`src/rtl/digit_entry_seq.sv`:
```
// Digit entry sequencer: each button press captures one switch digit into the next slot of a NUM_DIGITS register.
// Define DIGIT_BACK_EN to add the backspace button (port back).
module digit_entry_seq #(
   parameter int NUM_DIGITS = 4,
   parameter int DIGIT_W    = 4,
   parameter int DIGIT_MAX  = 9,
   localparam int POS_W     = (NUM_DIGITS > 2) ? $clog2(NUM_DIGITS) : 1
) (
   input  logic                          clk,
   input  logic                          reset_n,
   input  logic                          enable,
   input  logic                          clear,
   input  logic [DIGIT_W-1:0]            num,
`ifdef DIGIT_BACK_EN
   input  logic                          back,
`endif
   output logic [NUM_DIGITS*DIGIT_W-1:0] digits,
   output logic [NUM_DIGITS-1:0]         wr_en,
   output logic [POS_W-1:0]              pos,
   output logic                          done,
   output logic                          err,
   output logic                          state
);

   typedef enum logic {WAIT_PRESS = 1'b0, WAIT_RELEASE = 1'b1} state_t;

   localparam logic [POS_W-1:0]   LAST_POS  = POS_W'(NUM_DIGITS - 1);
   localparam logic [DIGIT_W-1:0] MAX_DIGIT = DIGIT_W'(DIGIT_MAX);

   state_t st;
   logic   digit_ok;

   assign state    = st;
   assign digit_ok = (num <= MAX_DIGIT);

`ifdef DIGIT_BACK_EN
   logic             back_q;
   logic             back_rise;
   logic [POS_W-1:0] back_pos;

   // A completed entry backs up into its last digit; otherwise step back, stopping at 0.
   assign back_rise = back & ~back_q;
   assign back_pos  = done ? LAST_POS : ((pos == '0) ? '0 : pos - 1'b1);
`endif

   always_ff @(posedge clk or negedge reset_n) begin
      if (!reset_n) begin
         st     <= WAIT_RELEASE;
         digits <= '0;
         wr_en  <= '0;
         pos    <= '0;
         done   <= 1'b0;
         err    <= 1'b0;
`ifdef DIGIT_BACK_EN
         back_q <= 1'b0;
`endif
      end else begin
         wr_en <= '0;
         err   <= 1'b0;
`ifdef DIGIT_BACK_EN
         back_q <= back;
`endif
         if (clear) begin
            // Land in WAIT_RELEASE so a button still held from before is not captured.
            st     <= WAIT_RELEASE;
            digits <= '0;
            pos    <= '0;
            done   <= 1'b0;
         end else begin
            case (st)
               WAIT_PRESS: begin
                  if (enable) begin
                     st <= WAIT_RELEASE;
                     if (digit_ok) begin
                        digits[pos*DIGIT_W +: DIGIT_W] <= num;
                        wr_en <= NUM_DIGITS'(1) << pos;
                        if (pos == LAST_POS) begin
                           pos  <= '0;
                           done <= 1'b1;
                        end else begin
                           pos  <= pos + 1'b1;
                           done <= 1'b0;
                        end
                     end else begin
                        err <= 1'b1;
                     end
                  end
`ifdef DIGIT_BACK_EN
                  else if (back_rise) begin
                     pos   <= back_pos;
                     digits[back_pos*DIGIT_W +: DIGIT_W] <= '0;
                     wr_en <= NUM_DIGITS'(1) << back_pos;
                     done  <= 1'b0;
                  end
`endif
               end
               WAIT_RELEASE: begin
                  if (!enable) st <= WAIT_PRESS;
               end
               default: st <= WAIT_RELEASE;
            endcase
         end
      end
   end

endmodule

```
`config.mk`:
```
export PLATFORM = sky130hd
export DESIGN_NAME = digit_entry_seq
export DESIGN_NICKNAME = d
export VERILOG_FILES = /design/src/rtl/digit_entry_seq.sv
export SDC_FILE = /design/constraint.sdc
export NUM_CORES = 1
export LEC_CHECK = 0
export BUFFER_PORTS_ARGS = -buffer_cell sky130_fd_sc_hd__buf_2
export CAP_MARGIN = 15
export CORE_MARGIN = 2
export CORE_UTILIZATION = 30
export CTS_CLUSTER_DIAMETER = 120
export DETAILED_ROUTE_END_ITERATION = 16
export GPL_ROUTABILITY_DRIVEN = 1
export GPL_TIMING_DRIVEN = 0
export PLACE_DENSITY_LB_ADDON = 0.05
export RECOVER_POWER = 50
export SLEW_MARGIN = 20
export SYNTH_ARGS = -nofsm -noshare
export SYNTH_HDL_FRONTEND = slang
export SYNTH_SLANG_ARGS = --single-unit
```
`constraint.sdc`:
```
create_clock -name clk -period 2.4 [get_ports clk]
set_clock_uncertainty 0.1 [all_clocks]
set_input_delay 0.36 -clock clk [delete_from_list [all_inputs] [get_ports clk]]
set_output_delay 0.36 -clock clk [all_outputs]
set_load 0.1 [all_outputs]
```
==> metrics.md <==
| Metric | Value |
|---|---|
| Nets | about 170 |
| Layout area overhead | 20.6% |
| Layout cells sized above 1 | 26.1% |
| Gr ovfl total | 0 |
| Die span in y | between 70 and 80 um |
| Clock power share | 32.7% |
| Iteration-0 DRC Markers | 54 |
| Max clock buf depth | 2 |
| Outcome | completed |
| Top cells by area, synth | dfrtp_1 (45%), ha_1 (7.6%), nand2b_1 (4.7%), a21oi_1 (4.2%), o21ai_1 (4.2%) |
| HPWL Detailed | roughly 2.3 mm |
| Synth Warn # | 0 |
| Setup CP Type | reg2reg |
| TritonCTS clock tree | built |
| Critical Path RT | between 2 and 2.5 ns |
| Period utilization | 82.7% |
| Clock transition at path regs | ~0.090 ns |
| Hold Buf Count CTS | 1 |
| Via Count | about 1,100 |
| Routability cong. | 0.710 |
| Cells on worst reg2reg path | 4 |
| Mapped cell area | ~1300 um2 |
| Num CTS Buffers | 3 |
| Post-CTS Setup Repair Bufs | 0 |
| Synthesized Nets | 136 |
| Cell leakage power | 0.718 nW |
| Met1 usage | 19.6% |
| Netlist cell types | 35 |
| Register bit count reported by yosys | 25 |
| Hold depth | 2 |
| RSZ-0062 raised after global routing | false |
| Worst VDD drop | roughly 0.19 mV |
| Initial antenna violation count | 0 |
| R2R Setup Slk | roughly 0.41 ns |
| Least-Margin Pin Slew | about 1.4 ns |
| Wire per inst | approximately 15 um |
| Clock Latency Late Sink | 0.27 ns |
| Pin count of the biggest net entering global routing | 26 |
| Hold Path Class | in2reg |
| Logic pwr share | between 10% and 20% |
| Average size of a mapped cell | roughly 11 um2 |
| Post-synth top area share | between 40% and 50% |
| Met2 Track Usage GR | between 20 and 25% |
| Final Hold Vio Count | 0 |
| CTS Root Cell | clkbuf_8 |
| Power per standard cell area | between 400 and 500 nW/um2 |
| Sequential fraction of the synthesis area | 47.4% |
| Commonest non-fill, non-tap cell in the layout | buf_2 |
| Reg power frac | a little over half |
| Core ar. | roughly 4300 um2 |
| Pre-antenna DRT Iters | 4 |
| Die X | 70.4 um |
| Clk sinks | 25 |
| First-pass GRT wire length | approximately 5.6 mm |
| Number of routed nets with antenna violations | 0 |
| Number of synthesized flops with an enable pin | 0 |
| Fmax | between 500 and 600 MHz |
| Hold EP | state$_DFF_PN1_ |
| DRC | 0 |
| GR Util met3 | about 2.5% |
| Final setup violation count | 0 |
| Top FF cell, synth | dfrtp_1 |
| Cell Int Power | between 0.0005 and 0.0006 W |
| Grt peak-use layer | met2 |
| Crit path DAT | about 2.1 ns |
| Max-cap viol count | 0 |
| Most frequent cells in the layout | buf_2 (26), dfrtp_1 (22), clkbuf_1 (12) |
| Worst-path maximum fanout | 11 |
| Slew Limit Fails | 0 |
| Switching Fraction | about 28% |
| Fraction of registers with async set/reset | 100% |
| Reg2reg start | pos[0]$_DFFE_PN0P_ |
| Hold path startpoint | enable |
| Ant. Diodes | 0 |
| Ports | 33 |
| Initial core utilization | a little under a third |
| Post-CTS resize count | 0 |
| Sw Pwr | between 0.0002 and 0.00025 W |
| Slew headroom | approximately 5.4% |
| H-tree levels | 1 |
| Via density | just over 5 |
| Leading area contributor after synthesis | dfrtp_1 |
| CP endpoint kind | flop |
| Post-Place Setup Slack | roughly 0.41 ns |
| Post-Syn Instances | 120 |
| Fill count | ~460 |
| Startpoint types | flop |
| Minimum clock period | roughly 2.0 ns |
| FP Rows | 24 |
| Port Buffers | 32 |
| Vias in the first global route | about 1,100 |
| Setup TNS | 0 ns |
| Die footprint | around 5000 um2 |
| WL final | roughly 3.2 mm |
| Slack of the critical path | between 0.4 and 0.5 ns |
| Aggregate global-route resource usage | about 14% |
| Reg2reg end | digits[12]$_DFFE_PN0P_ |
==> critical path: stages, from the launching register on <==
cell and delay (ns):
dfrtp_2 0.48, inv_2 0.10, ha_1 0.41, or4b_4 0.58, o32ai_2 0.22
==> through the flow <==
step	cell area, um2	total power, W	cells	hold slack, ns	util, %
after floorplan	1330	0.000507	120	-0.0356	-
after global placement	1550	0.000545	204	0.286	36.1
after detailed placement	1550	0.000546	204	0.304	36.1
after CTS	1610	0.000809	209	0.273	37.4
after global routing	1600	0.000835	209	0.284	37.2
final	1600	0.000796	209	0.278	37.2
==> kinds of logic (layout without fill, tap and decap cells) <==
| group | count (synthesis) | in the layout | share of synthesized area (%) |
|---|---|---|---|
| AND/OR/NAND/NOR | 46 | 46 | 24.8 |
| AO/OA/AOI/OAI | 29 | 29 | 14.3 |
| flip-flops | 25 | 25 | 47.4 |
| buffers and inverters | 9 | 46 | 3.31 |
| adder cells (fa/ha/maj) | 8 | 8 | 7.57 |
| multiplexers | 3 | 3 | 2.65 |
==> per-layer routing <==
metal,share of wire (%),wire length [um]
met1,48,1550
met2,48,1540
met3,3.4,109
met4,1.1,34
met5,0,0
==> final cells by class <==
type | count | area [um2] | share of cell area (%)
multi-input combinational | 86 | 652 | 40.9
sequential | 25 | 629 | 39.5
timing repair buffer | 33 | 161 | 10.1
tap | 52 | 65.1 | 4.08
clock buffer | 4 | 45.0 | 2.82
buffer | 6 | 31.3 | 1.96
inverter | 3 | 11.3 | 0.706
==> registers in the layout (all words and copies together), names as in the netlist <==
name and cells:
done 1, state 1, wr_en 4, err 1, digits 16, pos 2
==> synthesized netlist by cell type (all sizes together), types with 2 or more instances <==
cell,instances
inv,3
and3b,2
or4b,4
clkbuf,3
mux2i,2
dfrtp,24
nand4,8
o32ai,5
o21ai,12
a21oi,11
ha,8
buf,3
nand3,3
nand3b,3
nor3b,4
nand2b,10
and3,2
==> worst max-delay path by stage <==
stage	startpoint	end	slack, ns
4_1_cts	pos[0]$_DFFE_PN0P_	digits[12]$_DFFE_PN0P_	0.39
3_5_place_dp	pos[0]$_DFFE_PN0P_	digits[12]$_DFFE_PN0P_	0.41
2_1_floorplan	pos[0]$_DFFE_PN0P_	digits[12]$_DFFE_PN0P_	0.21
5_1_grt	reset_n	pos[1]$_DFFE_PN0P_	0.16
3_3_place_gp	pos[0]$_DFFE_PN0P_	digits[15]$_DFFE_PN0P_	0.45
6_report	pos[0]$_DFFE_PN0P_	digits[12]$_DFFE_PN0P_	0.41
==> power groups by stage <==
stage                     logic (W)  clock network (W)  registers (W)
final                      0.000106           0.000260       0.000430
after global routing       0.000116           0.000289       0.000431
after CTS                  0.000109           0.000270       0.000430
after detailed placement   0.000107                  0       0.000438
after global placement     0.000107                  0       0.000438
after floorplan           0.0000407                  0       0.000466
Note: power is estimated with default switching activity, not from simulation.
